===== config.mk =====
export PLATFORM = sky130hd
export DESIGN_NAME = multicycle_sequencer
export DESIGN_NICKNAME = d
export VERILOG_FILES = /design/src/rtl/multicycle_sequencer.sv
export SDC_FILE = /design/constraint.sdc
export NUM_CORES = 1
export LEC_CHECK = 0
export CORE_MARGIN = 4
export CORE_UTILIZATION = 35
export DETAILED_ROUTE_END_ITERATION = 7
export GPL_TIMING_DRIVEN = 0
export PLACE_DENSITY_LB_ADDON = 0.3
export SKIP_CTS_REPAIR_TIMING = 1
export SYNTH_ARGS = -nofsm -noshare
export SYNTH_HDL_FRONTEND = slang
export SYNTH_SLANG_ARGS = --single-unit

===== constraint.sdc =====
create_clock -name clk -period 1.7 [get_ports clk]
set_input_delay 0.34 -clock clk [delete_from_list [all_inputs] [get_ports clk]]
set_output_delay 0.34 -clock clk [all_outputs]
set_load 0.005 [all_outputs]

===== src/rtl/multicycle_sequencer.sv =====
// Multicycle control sequencer for the RV32 subset datapath sharing one memory port.
// Build option: define ILLEGAL_TRAP_EN to make an illegal opcode a terminal trap state.
module multicycle_sequencer (
    input  logic       clk,
    input  logic       rst_n,
    input  logic [6:0] Op,
    input  logic [2:0] Funct3,
    input  logic [6:0] Funct7,
    input  logic       Zero,
    input  logic       MemReady,
    output logic       MemReq,
    output logic       MemWrite,
    output logic       AdrSrc,
    output logic       IRWrite,
    output logic       PCWrite,
    output logic       RegWrite,
    output logic [1:0] ImmSrc,
    output logic [1:0] ALUSrcA,
    output logic [1:0] ALUSrcB,
    output logic [2:0] ULAControl,
    output logic [1:0] ResultSrc,
    output logic       Illegal
);

    typedef enum logic [3:0] {
        S_IDLE, S_FETCH, S_DECODE, S_EXECR, S_EXECI, S_ALUWB,
        S_MEMADR, S_MEMREAD, S_MEMWB, S_MEMWRITE, S_BEQ, S_ILLEGAL
    } state_t;

    localparam logic [6:0] OP_R     = 7'b0110011;
    localparam logic [6:0] OP_I     = 7'b0010011;
    localparam logic [6:0] OP_LOAD  = 7'b0000011;
    localparam logic [6:0] OP_STORE = 7'b0100011;
    localparam logic [6:0] OP_BEQ   = 7'b1100011;

    localparam logic [2:0] ULA_ADD = 3'b000;
    localparam logic [2:0] ULA_SUB = 3'b001;
    localparam logic [2:0] ULA_AND = 3'b010;
    localparam logic [2:0] ULA_OR  = 3'b011;
    localparam logic [2:0] ULA_XOR = 3'b100;
    localparam logic [2:0] ULA_SLT = 3'b101;
    localparam logic [2:0] ULA_SRL = 3'b111;

    state_t     state_q, state_d;
    logic       mem_req_q, mem_req_d;
    logic       mem_write_q, mem_write_d;
    logic       adr_src_q, adr_src_d;
    logic       reg_write_q, reg_write_d;
    logic [1:0] imm_src_q, imm_src_d;
    logic [1:0] alu_src_a_q, alu_src_a_d;
    logic [1:0] alu_src_b_q, alu_src_b_d;
    logic [2:0] ula_control_q, ula_control_d;
    logic [1:0] result_src_q, result_src_d;
    logic       illegal_d;
    logic [2:0] r_ula;
    logic [2:0] i_ula;

    always_comb begin
        r_ula = ULA_ADD;
        case ({Funct7, Funct3})
            10'b0000000_000: r_ula = ULA_ADD;
            10'b0100000_000: r_ula = ULA_SUB;
            10'b0000000_111: r_ula = ULA_AND;
            10'b0000000_110: r_ula = ULA_OR;
            10'b0000000_010: r_ula = ULA_SLT;
            10'b0000000_100: r_ula = ULA_XOR;
            10'b0000000_101: r_ula = ULA_SRL;
            default:         r_ula = ULA_ADD;
        endcase
    end

    always_comb begin
        i_ula = ULA_ADD;
        case (Funct3)
            3'b111:  i_ula = ULA_AND;
            3'b110:  i_ula = ULA_OR;
            default: i_ula = ULA_ADD;
        endcase
    end

    always_comb begin
        state_d = state_q;
        case (state_q)
            S_IDLE:     state_d = S_FETCH;
            S_FETCH:    if (MemReady) state_d = S_DECODE;
            S_DECODE: begin
                case (Op)
                    OP_R:              state_d = S_EXECR;
                    OP_I:              state_d = S_EXECI;
                    OP_LOAD, OP_STORE: state_d = S_MEMADR;
                    OP_BEQ:            state_d = S_BEQ;
                    default:           state_d = S_ILLEGAL;
                endcase
            end
            S_EXECR, S_EXECI: state_d = S_ALUWB;
            S_ALUWB, S_MEMWB: state_d = S_FETCH;
            S_MEMADR:   state_d = (Op == OP_STORE) ? S_MEMWRITE : S_MEMREAD;
            S_MEMREAD:  if (MemReady) state_d = S_MEMWB;
            S_MEMWRITE: if (MemReady) state_d = S_FETCH;
            S_BEQ:      state_d = S_FETCH;
`ifdef ILLEGAL_TRAP_EN
            S_ILLEGAL:  state_d = S_ILLEGAL;
`else
            S_ILLEGAL:  state_d = S_FETCH;
`endif
            default:    state_d = S_IDLE;
        endcase
    end

    // Outputs are decoded from the next state so they are registered alongside it.
    always_comb begin
        mem_req_d     = 1'b0;
        mem_write_d   = 1'b0;
        adr_src_d     = 1'b0;
        reg_write_d   = 1'b0;
        imm_src_d     = 2'b00;
        alu_src_a_d   = 2'b00;
        alu_src_b_d   = 2'b00;
        ula_control_d = ULA_ADD;
        result_src_d  = 2'b00;
        illegal_d     = 1'b0;
        case (state_d)
            S_FETCH: begin
                mem_req_d    = 1'b1;
                alu_src_b_d  = 2'b10;
                result_src_d = 2'b10;
            end
            S_DECODE: begin
                alu_src_a_d = 2'b01;
                alu_src_b_d = 2'b01;
                imm_src_d   = 2'b10;
            end
            S_EXECR: begin
                alu_src_a_d   = 2'b10;
                ula_control_d = r_ula;
            end
            S_EXECI: begin
                alu_src_a_d   = 2'b10;
                alu_src_b_d   = 2'b01;
                ula_control_d = i_ula;
            end
            S_ALUWB: reg_write_d = 1'b1;
            S_MEMADR: begin
                alu_src_a_d = 2'b10;
                alu_src_b_d = 2'b01;
                imm_src_d   = (Op == OP_STORE) ? 2'b01 : 2'b00;
            end
            S_MEMREAD: begin
                mem_req_d = 1'b1;
                adr_src_d = 1'b1;
            end
            S_MEMWB: begin
                result_src_d = 2'b01;
                reg_write_d  = 1'b1;
            end
            S_MEMWRITE: begin
                mem_req_d   = 1'b1;
                mem_write_d = 1'b1;
                adr_src_d   = 1'b1;
            end
            S_BEQ: begin
                alu_src_a_d   = 2'b10;
                ula_control_d = ULA_SUB;
            end
            S_ILLEGAL: illegal_d = 1'b1;
            default: ;
        endcase
    end

`ifdef ILLEGAL_TRAP_EN
    logic illegal_q;
`endif

    always_ff @(posedge clk or negedge rst_n) begin
        if (!rst_n) begin
            state_q       <= S_IDLE;
            mem_req_q     <= 1'b0;
            mem_write_q   <= 1'b0;
            adr_src_q     <= 1'b0;
            reg_write_q   <= 1'b0;
            imm_src_q     <= 2'b00;
            alu_src_a_q   <= 2'b00;
            alu_src_b_q   <= 2'b00;
            ula_control_q <= 3'b000;
            result_src_q  <= 2'b00;
`ifdef ILLEGAL_TRAP_EN
            illegal_q     <= 1'b0;
`endif
        end else begin
            state_q       <= state_d;
            mem_req_q     <= mem_req_d;
            mem_write_q   <= mem_write_d;
            adr_src_q     <= adr_src_d;
            reg_write_q   <= reg_write_d;
            imm_src_q     <= imm_src_d;
            alu_src_a_q   <= alu_src_a_d;
            alu_src_b_q   <= alu_src_b_d;
            ula_control_q <= ula_control_d;
            result_src_q  <= result_src_d;
`ifdef ILLEGAL_TRAP_EN
            illegal_q     <= illegal_d;
`endif
        end
    end

    // Enables that depend on the handshake or on Zero are qualified in the same cycle.
    assign IRWrite    = (state_q == S_FETCH) && MemReady;
    assign PCWrite    = ((state_q == S_FETCH) && MemReady) || ((state_q == S_BEQ) && Zero);
    assign MemReq     = mem_req_q;
    assign MemWrite   = mem_write_q;
    assign AdrSrc     = adr_src_q;
    assign RegWrite   = reg_write_q;
    assign ImmSrc     = imm_src_q;
    assign ALUSrcA    = alu_src_a_q;
    assign ALUSrcB    = alu_src_b_q;
    assign ULAControl = ula_control_q;
    assign ResultSrc  = result_src_q;
`ifdef ILLEGAL_TRAP_EN
    assign Illegal    = illegal_q;
`else
    assign Illegal    = 1'b0;
    logic unused_illegal;
    assign unused_illegal = illegal_d;
`endif

endmodule


* Word-level counts from Yosys, hierarchy flattened *
Cells that the tools add are included.

operators by class
  equal/unequal tests = 34
  multiplexer cells = 18
  reductions and logical operators = 12

operator list
  operator                                                                 count
  10-bit by 3-bit equality test with 1-bit output (second input constant)  4
  4-bit by 3-bit equality test with 1-bit output (second input constant)   8
  4-bit equality test (second input constant)                              7
  4-bit case mux with 7 select lines                                       1
  2-bit case mux with 2 select lines                                       5
  3-bit case mux with 6 select lines                                       1
  4-bit by 2-bit equality test with 1-bit output (second input constant)   4
  4-bit 2-to-1 mux                                                         4
  4-bit case mux with 4 select lines                                       1
  7-bit by 6-bit equality test with 1-bit output (second input constant)   2
  10-bit by 2-bit equality test with 1-bit output (second input constant)  1
  10-bit by 9-bit equality test with 1-bit output (second input constant)  1
  3-bit case mux with 3 select lines                                       1
  4-bit by 1-bit equality test with 1-bit output (second input constant)   2
  2-bit OR reduction                                                       4
  7-bit by 2-bit equality test with 1-bit output (second input constant)   1
  7-bit by 5-bit equality test with 1-bit output (second input constant)   1
  7-bit equality test (second input constant)                              1
  3-bit equality test (second input constant)                              2
  3-bit OR reduction                                                       2
  1-bit 2-to-1 mux                                                         5
  5-bit OR reduction                                                       1
  4-bit zero test                                                          1
  4-bit OR reduction                                                       1
  other kinds (2)                                                          3

word-level totals
  flip-flop bits (word level) = 19
  bits of input ports = 21
  output and inout bits = 18
  word-level logic and storage cells = 74

* Logic depth before layout (Yosys ltp) *
Gate-level depths: netlist (run 1).

  word-level depth = 7
  mapped depth = 7

* Worst setup path before layout (run 1) *
OpenSTA, ideal clock, no wires.

  path type = reg2reg
  start point = register state_q[0]
  end point = register ula_control_q[1] (netlist: ULAControl[1])
  data arrival time = 1719 ps
  setup slack = -147 ps
  cell stages (with the launch flop) = 7
  clock period less this slack = 1847 ps
  cell sequence = dfrtp_1 buf_6 nor4b_4 a41oi_1 o22ai_4 nand2b_4 o32ai_1

on the way
  longest elaborated chain between the ends = 5

RTL lines
  item                                                                       RTL line  text
  start, declared                                                            44        state_t state_q, state_d;
  start signal, assigned                                                     190       state_q <= state_d;
  4-bit equality test (tied with other cells)                                83        case (state_q)
  5-bit OR reduction (no line) / 2-bit OR reduction (equally long branches)  n/a
  4-bit case mux with 7 select lines (*)                                     83
  named net state_d[2]                                                       44
  4-bit equality test (tied with other cells)                                122       case (state_d)
  3-bit case mux with 3 select lines (*)                                     122
  named net ula_control_d[1]                                                 52        logic [2:0] ula_control_q, ula_control_d;
  end signal, assigned                                                       198       ula_control_q <= ula_control_d;
  end, declared                                                              52

The timed path passes the listed nets; every way through them passes the cells marked *.

* Final worst setup path (run 1) *
  start point = register state_q[0]
  end point = register adr_src_q (netlist: AdrSrc)

on the way
  longest elaborated chain between the ends = 6

RTL lines
  item                                                                                          RTL line  text
  4-bit equality test (tied with other cells)                                                   83
  5-bit OR reduction (no line) / 2-bit OR reduction (equally long branches)                     n/a
  4-bit case mux with 7 select lines (*)                                                        83
  named net state_d[0]                                                                          44
  4-bit equality test / 4-bit by 3-bit equality test with 1-bit output (equally long branches)  122
  2-bit OR reduction (no line) (*)                                                              n/a
  1-bit 2-to-1 mux (*)                                                                          122
  named net adr_src_d                                                                           47        logic adr_src_q, adr_src_d;
  end signal, assigned                                                                          193       adr_src_q <= adr_src_d;
  end, declared                                                                                 47

Marked as above.

==> results_dict.tcl, run 1 <==
set metrics [dict create \
    worstMarginPinSlew_ns 0.8181 \
    endpoint_kind "register" \
    drt_pre_antenna_iters 4 \
    io_buffers 36 \
    r2r-start "state_q[0]" \
    rsz0062_at_grt "yes" \
    timing.critical_path.buf_inv 4 \
    drc 0 \
    synth_cell_types 47 \
    drt_iter0_drc 29 \
    timing.final.crit_period_ns 2.092 \
    crit_family "simple AND/OR/NAND/NOR gates" \
    slew_headroom_pct 45.29 \
    drive_gt1_share_pct 27.44 \
    die_h_um 65.19 \
    gp_congestion 0.8211 \
    synth_edf_count 0 \
    cts_max_level 1 \
    grt_max_degree 20 \
    routed_wirelength_mm 2.817 \
    max_clock_freq_mhz 478.0 \
    finClkSkew_ns 0.003243 \
    syn_area_sq_um 1145 \
    path_common_cell "buf_6" \
    power_density_nw_per_um2 1324 \
    overflow 0 \
    clockRootBuffer "clkbuf_4" \
    viasPerCell 4.976 \
    slowest_stage "or3_4" \
    num_rows 20 \
    worst-path-max-fanout 5 \
    dp_hpwl_mm 2.012 \
    crit_type "reg -> reg" \
    core_sq_um 3103 \
    die_w_um 65.19 \
    grt_pass1_vias 916 \
    critical-path-max-stage-delay_ns 0.43 \
    fin_crit_sh_pct 123.1 \
    synth_seq_cells 19 \
    fillers 307 \
    total_power_mw 2.280 \
    syn_nets 136 \
    clk_transition_reported_paths_ns 0.11 \
    vdd_drop_max_mv 0.3860 \
    setup.worst_path.start_class "register" \
    grt_pass1_wl_mm 4.146 \
    finalSetupViolCount 15 \
    worstSetupStartpoint "state_q[0]" \
    syn_inst 115 \
    nets 186 \
    layout_common_cells "33 x clkdlybuf4s50_1, 19 x dfrtp_1, 12 x nand2_1, 12 x nor2_1, 9 x buf_4" \
    min_path_type "in -> reg" \
    cts_tree "built" \
    status "finished with violations" \
    async_flop_share_pct 100.0 \
    violations "negative setup slack" \
    clockBufferDepth 2 \
    slew_viol_final 0 \
    yosysWarnings 0 \
    drv_cap 0 \
    routed-via-count 1035 \
    crit_arrival_ns 2.29 \
    start_util_pct 36.90 \
    ys_seq_area_share_pct 41.53 \
    cts.sinks 19 \
    area_growth_pct 50.38 \
    crit_chain "buf_6 -> nand3b_1 -> or3_4 -> buf_6 -> buf_6 -> a32oi_4 -> inv_2 -> and3_4 -> nand2b_4" \
    avgSynthCellArea_sq_um 9.955 \
    post-place-cells 195 \
    synthFlopType "dfrtp_1" \
    clkLatencyLatePin_ns 0.29 \
    hold_start "Funct3[1]" \
    ant_nets 0 \
    power.leakage_nw 0.7312 \
    cts_buffers 3 \
    antenna_found_initial 0 \
    hold_viol_final 0 \
    pin_count 39 \
    grt_use_total_pct 12.29 \
    dieArea_sq_um 4250 \
    final_cells 208 \
    required_ns 1.89 \
    wl_per_cell_um 13.54 \
    setup_slack_ns -0.3919 \
    antenna_cells 0 \
    final_common_cell "clkdlybuf4s50_1" \
]
## layer usage
| metal | track usage, % | up-vias | routed length [um] |
|---|---|---|---|
| li1 | - | 514 | - |
| met1 | 15.43 | 488 | 1159 |
| met2 | 20.61 | 31 | 1499 |
| met3 | 2.564 | 2 | 127 |
| met4 | 4.663 | 0 | 30 |
| met5 | 0 | - | 0 |
## worst register-to-register path, delay by kind of cell, from the launching register on
family,cells,cell delay [ns]
simple gates,4,0.85
buf+inv,4,0.48
compound gates,1,0.28
flops,1,0.39
## registers in the layout (all words and copies together) (netlist names)
name / flops
ALUSrcA: 2
ALUSrcB: 2
AdrSrc: 1
ImmSrc: 2
MemReq: 1
MemWrite: 1
RegWrite: 1
ResultSrc: 2
ULAControl: 3
state_q: 4
## layout make-up
class	instances	area (sq um)	area share (%)
multi-input combinational	81	651.9	37.86
sequential	19	475.5	27.62
timing repair buffer	45	427.9	24.85
tap	44	55.05	3.198
buffer	7	51.30	2.980
inverter	8	32.53	1.890
clock buffer	3	22.52	1.308
clock inverter	1	5.005	0.2907
## cells in the mapped netlist, types with 2 or more instances
cell      number  area [sq um]
a21oi_1        4         20.02
a41oi_1        3         26.28
and3_1         2         12.51
buf_2          3         15.01
buf_6          2         22.52
dfrtp_1       19         475.5
inv_1          7         26.28
mux2i_1        2         20.02
nand2_1       12         45.04
nand2b_1       2         12.51
nand3_1        2         10.01
nor2_1        12         45.04
nor3_1         6         30.03
nor3b_1        2         15.01
nor4_1         2         12.51
nor4bb_1       2         20.02
o21ai_0        2         10.01
o21ai_1        2         10.01
## path summary, 6_finish.rpt
path | end | slack, ns | cells after the start
max | AdrSrc | -0.39 | 9
min | ULAControl[1] | 0.44 | 3
max reg2reg | AdrSrc | -0.39 | 9
min reg2reg | ALUSrcA[0] | 0.69 | 2
max in group asynchronous | MemWrite | 0.69 | 1
min in group asynchronous | MemReq | 0.51 | 1
## kinds of logic after synthesis
family / synth area share, %
buffers and inverters: 6.885
DFF: 41.53
AOI/OAI and AO/OA: 17.38
muxes: 1.749
other: 0.3276
and+or+nand+nor: 32.13
## power breakdown
part / leakage, nW / total [mW] / switching (mW) / internal, mW
Clock: 0.0177 / 0.227 / 0.140 / 0.0875
Combinational: 0.465 / 1.39 / 0.655 / 0.737
Sequential: 0.249 / 0.661 / 0.0656 / 0.596
## metrics by stage
step | setup TNS [ns] | utilization, % | hold slack (ns) | cell area [sq um] | setup slack, ns
CTS | -4.686 | 51.41 | 0.4257 | 1595 | -0.6520
detailed placement | -8.384 | 50.52 | 0.6711 | 1568 | -0.6980
global placement | -7.960 | 50.52 | 0.6549 | 1568 | -0.6725
floorplan | -0.3330 | - | 0.04441 | 1152 | -0.08902
finish | -4.041 | 55.48 | 0.4405 | 1722 | -0.3919
global route | -5.579 | 55.48 | 0.4491 | 1722 | -0.5039
Power figures use the tool's default switching activity.
==> run 2: changes to the inputs <==
--- a/config.mk
+++ b/config.mk
@@ -9,6 +9,8 @@
 export CORE_UTILIZATION = 35
 export DETAILED_ROUTE_END_ITERATION = 7
 export GPL_TIMING_DRIVEN = 0
+export HOLD_SLACK_MARGIN = 0.06
+export MAX_ROUTING_LAYER = met4
 export PLACE_DENSITY_LB_ADDON = 0.3
 export SKIP_CTS_REPAIR_TIMING = 1
 export SYNTH_ARGS = -nofsm -noshare
==> run 2 against run 1 <==
  * The flow still finishes with violations (negative setup slack)
  * Maximum frequency up 0.59%
  * Non-clock buffer count did not move
  * Final cell count stayed put
  * Clock-buffer cell count is the same
  * Largest cell class unchanged
==> results_dict.tcl, run 2 (synthesis results as in run 1) <==
set metrics [dict create \
    total_power_mw 2.286 \
    highest_layer "met4" \
    multiInputGateArea_sq_um 651.9 \
    clockBufferDepth 2 \
    drc 0 \
    routed_wirelength_mm 2.826 \
    clk_transition_reported_paths_ns 0.11 \
    slowest_stage "or3_4" \
    dp_hpwl_mm 2.012 \
    cts_buffers 3 \
    routed-via-count 1043 \
    setup_slack_ns -0.3796 \
    die_h_um 65.19 \
    grt_use_total_pct 12.62 \
    min_to "ResultSrc[0]" \
    finalSetupViolCount 15 \
    r2r-start "state_q[0]" \
    die_w_um 65.19 \
    clockRootBuffer "clkbuf_4" \
    num_rows 20 \
    rsz0062_at_grt "yes" \
    drive_gt1_share_pct 27.44 \
    critical-path-max-stage-delay_ns 0.42 \
    rrSetupSlack_ns -0.38 \
    hold_viol_final 0 \
    power_density_nw_per_um2 1328 \
    layout_common_cells "33 x clkdlybuf4s50_1, 19 x dfrtp_1, 12 x nand2_1, 12 x nor2_1, 9 x buf_4" \
    clkLatencyLatePin_ns 0.30 \
    crit_type "reg -> reg" \
    status "finished with violations" \
    ant_nets 0 \
    core_sq_um 3103 \
    overflow 0 \
    gp_congestion 0.8335 \
    drv_cap 0 \
    antenna_found_initial 0 \
    power.leakage_nw 0.7312 \
    timing.final.crit_period_ns 2.080 \
    io_buffers 36 \
    min_path_type "in -> reg" \
    regMostFlops "state_q" \
    vdd_drop_max_mv 0.3846 \
    final_common_cell "clkdlybuf4s50_1" \
    dp_slack_ns -0.6980 \
    antenna_cells 0 \
    hold_start "MemReady" \
    pin_count 39 \
    path_common_cell "buf_6" \
    slew_headroom_pct 46.48 \
    slew_viol_final 0 \
    rr_worst_depth 9 \
    worst-path-max-fanout 5 \
    wl_per_cell_um 13.59 \
    viasPerCell 5.014 \
    crit_chain "buf_6 -> nand3b_1 -> or3_4 -> buf_6 -> buf_6 -> a32oi_4 -> inv_2 -> and3_4 -> nand2b_4" \
    grt_pass1_wl_mm 4.140 \
    final-seq-area_sq_um 475.5 \
    largest_reg_flops 4 \
    cts_tree "built" \
    dieArea_sq_um 4250 \
    routed-wl-met2_mm 1.487 \
    crit_arrival_ns 2.28 \
    worstMarginPinSlew_ns 0.8003 \
    setup.worst_path.start_class "register" \
    hold_path_depth 3 \
    fillers 307 \
    endpoint_kind "register" \
    violations "negative setup slack" \
    cts.sinks 19 \
    hold_ws_ns 0.4312 \
    required_ns 1.90 \
    area_growth_pct 50.38 \
    grt_pass1_vias 919 \
    drt_pre_antenna_iters 4 \
    nets 186 \
    finClkSkew_ns 0.005398 \
    cts_max_level 1 \
    r2r-end "AdrSrc" \
    grt_max_degree 20 \
    drt_iter0_drc 21 \
    start_util_pct 36.90 \
    fin_crit_sh_pct 122.3 \
    max_clock_freq_mhz 480.9 \
    wl_met3_um 102 \
    wl_met1_mm 1.193 \
]
-- run 2: cell counts in the layout (fill, tap and decap cells not counted) --
Identical to the previous run, type by type.
-- run 2: how the worst max path moves through the flow --
stage / start / cells after the start / to / slack, ns
final: state_q[0] / 9 / AdrSrc / -0.38
after global routing: state_q[0] / 9 / AdrSrc / -0.50
after CTS: MemReady / 5 / IRWrite / -0.65
after detailed placement: Op[2] / 7 / ULAControl[0] / -0.70
after global placement: MemReady / 7 / ULAControl[0] / -0.67
after floorplan: Op[2] / 6 / ULAControl[0] / -0.09
-- run 2: metal layers --
layer  vias up  global-route usage [%]
met5         -                       -
met2        26                   20.61
li1        513                       -
met4         0                   4.663
met3         5                   2.222
met1       499                   15.65
-- run 2: per-stage QoR --
stage | area (sq um) | instances | util (%) | TNS (ns)
after floorplan | 1152 | 115 | - | -0.3330
final | 1722 | 208 | 55.48 | -4.143
after global placement | 1568 | 195 | 50.52 | -7.960
after detailed placement | 1568 | 195 | 50.52 | -8.384
after CTS | 1595 | 199 | 51.41 | -4.686
after global routing | 1722 | 208 | 55.48 | -5.579
-- run 2: area by class of cell --
class / count / area share [%]
Sequential cell: 19 / 27.62
Clock buffer: 3 / 1.308
Timing Repair Buffer: 45 / 24.85
Tap cell: 44 / 3.198
Buffer: 7 / 2.980
Clock inverter: 1 / 0.2907
Inverter: 8 / 1.890
Multi-Input combinational cell: 81 / 37.86
-- run 2: where the power goes --
part,internal (mW),switching (mW)
combinational,0.737,0.660
clock,0.0876,0.140
sequential,0.596,0.0652
-- run 2: critical path, delay by kind of cell, from the launching register on --
kind	cells	cell delay [ns]
compound gates	1	0.28
buf+inv	4	0.48
flops	1	0.39
simple gates	4	0.83
==> run 3: changes to the inputs <==
--- a/config.mk
+++ b/config.mk
@@ -5,7 +5,7 @@
 export SDC_FILE = /design/constraint.sdc
 export NUM_CORES = 1
 export LEC_CHECK = 0
-export CORE_MARGIN = 4
+export CORE_MARGIN = 5
 export CORE_UTILIZATION = 35
 export DETAILED_ROUTE_END_ITERATION = 7
 export GPL_TIMING_DRIVEN = 0
==> run 3 against run 2 <==
  * The run still ends with negative setup slack left
  * Critical path depth fell by 1
  * Core utilization fell by 0.20 points
  * Sequential cell count did not move
  * Clock power fell by 2%
  * Total power fell by 4.1%
  * Die area rose by 6.2%
  * Non-clock buffer count fell by 1
  * Worst setup slack improved by 0.074 ns
  * Register-to-register slack improved by 0.07 ns
  * Sequential power barely moved
  * Critical path type unchanged
  * Critical endpoint is now ULAControl[1]
==> results_dict.tcl, run 3 (synthesis results as in run 1) <==
set metrics [dict create \
    drv_cap 0 \
    viasPerCell 5.000 \
    antenna_cells 0 \
    die_h_um 67.19 \
    io_buffers 36 \
    use_met3_pct 1.664 \
    total_power_mw 2.191 \
    core_sq_um 3103 \
    dieArea_sq_um 4515 \
    top_usage_layer "met2" \
    cts.sinks 19 \
    finalSetupViolCount 14 \
    p_sw_mw 0.8090 \
    pin_count 39 \
    cts_max_level 1 \
    nets 185 \
    slew_viol_final 0 \
    drive_gt1_share_pct 25.77 \
    timing.final.crit_period_ns 2.005 \
    power.leakage_nw 0.7356 \
    grt_util_met1_pct 15.80 \
    crit_arrival_ns 2.18 \
    power_switching_share_pct 36.92 \
    rrSetupSlack_ns -0.31 \
    min_path_type "in -> reg" \
    clockRootBuffer "clkbuf_4" \
    slew_headroom_pct 44.73 \
    max_clock_freq_mhz 498.7 \
    routed-via-count 1035 \
    finish.utilization_pct 55.28 \
    start_util_pct 36.90 \
    drt_pre_antenna_iters 4 \
    place_area_sq_um 1568 \
    setup.worst_path.start_class "register" \
    clockBufferDepth 2 \
    setup_slack_ns -0.3053 \
    combPwrFrac_pct 59.7 \
    die_w_um 67.19 \
    endpoint_kind "register" \
    grt_pass1_wl_mm 4.174 \
    crit_type "reg -> reg" \
    clkLatencyLatePin_ns 0.29 \
    area_growth_pct 49.84 \
    worst-path-max-fanout 7 \
    hold_viol_final 0 \
    cts_buffers 3 \
    slowest_stage "dfrtp_1" \
    grt_pass1_vias 929 \
    regMostFlops "state_q" \
    grt_max_degree 20 \
    status "finished with violations" \
    antenna_found_initial 0 \
    critical-path-max-stage-delay_ns 0.41 \
    largest_reg_flops 4 \
    grt_use_total_pct 12.01 \
    fin_crit_sh_pct 118.0 \
    violations "negative setup slack" \
    internal_power_mw 1.382 \
    path_common_cell "buf_6" \
    finClkSkew_ns 0.005899 \
    clkPwrFrac_pct 10.2 \
    seqPwrFrac_pct 30.1 \
    crit_family "simple AND/OR/NAND/NOR gates" \
    clk_transition_reported_paths_ns 0.11 \
    power_density_nw_per_um2 1277 \
    worstMarginPinSlew_ns 0.8264 \
    ant_nets 0 \
    drc 0 \
    setup-tns-final_ns -3.040 \
    final_common_cell "clkdlybuf4s50_1" \
    cts_tree "built" \
    num_rows 20 \
    dp_hpwl_mm 2.063 \
    hold_ws_ns 0.4245 \
    overflow 0 \
    gp_congestion 0.8255 \
    required_ns 1.88 \
    wl_per_cell_um 13.29 \
    post-route-cell-area_sq_um 1715 \
    globalRouteMet2Util_pct 19.14 \
    crit_chain "buf_6 -> buf_4 -> nor4b_4 -> buf_6 -> a41oi_2 -> o22ai_4 -> nand2b_4 -> o32ai_1" \
    vdd_drop_max_mv 0.4134 \
    drt_iter0_drc 22 \
    layout_common_cells "32 x clkdlybuf4s50_1, 18 x dfrtp_1, 12 x nand2_1, 11 x nor2_1" \
    rsz0062_at_grt "yes" \
    timing.critical_path.buf_inv 3 \
    routed_wirelength_mm 2.750 \
]
[run 3: cell count changes in the layout (fill, tap and decap cells not counted), sizes merged]
cell / delta
dlymetal6s2s: +1
buf: -1
clkdlybuf4s50: -1
[run 3: path summary, 6_finish.rpt]
| check | from | endpoint | cells past startpoint |
|---|---|---|---|
| hold reg to reg | state_q[3] | RegWrite | 2 |
| hold / removal | Funct3[1] | ULAControl[1] | 3 |
| setup reg to reg | state_q[0] | ULAControl[1] | 8 |
| min in group asynchronous | rst_n | ImmSrc[1] | 1 |
| max in group asynchronous | rst_n | state_q[3] | 1 |
| setup / recovery | state_q[0] | ULAControl[1] | 8 |
[run 3: layout make-up]
type,count,area (sq um)
clock inverters,1,5.005
fillers,301,1388
multi-input cells,81,641.9
inverters,8,32.53
flip-flops and latches,19,476.7
clock buffers,3,22.52
well taps,44,55.05
plain buffers,7,55.05
repair buffers,44,426.7
[run 3: through the flow]
stage	cells	setup slack (ns)
3_5_place_dp	195	-0.6850
3_3_place_gp	195	-0.6761
6_report	207	-0.3053
5_1_grt	207	-0.3979
4_1_cts	199	-0.6677
2_1_floorplan	115	-0.08902
[run 3: tightest hold or removal path: stages]
cell	delay [ns]
clkbuf_1	0.15
nand3_1	0.12
o32ai_1	0.07
[run 3: layer usage]
metal,up-vias,share of wire (%)
met5,-,0
met4,0,0.91
met3,2,4.0
met2,30,52
met1,492,43
li1,511,-
[run 3: power by group through the flow]
stage	clock [mW]	sequential, mW	combinational, mW
6_report	0.223	0.660	1.31
5_1_grt	0.245	0.676	1.42
4_1_cts	0.228	0.661	1.16
3_5_place_dp	0	0.672	1.16
3_3_place_gp	0	0.666	1.13
2_1_floorplan	0	0.678	0.702
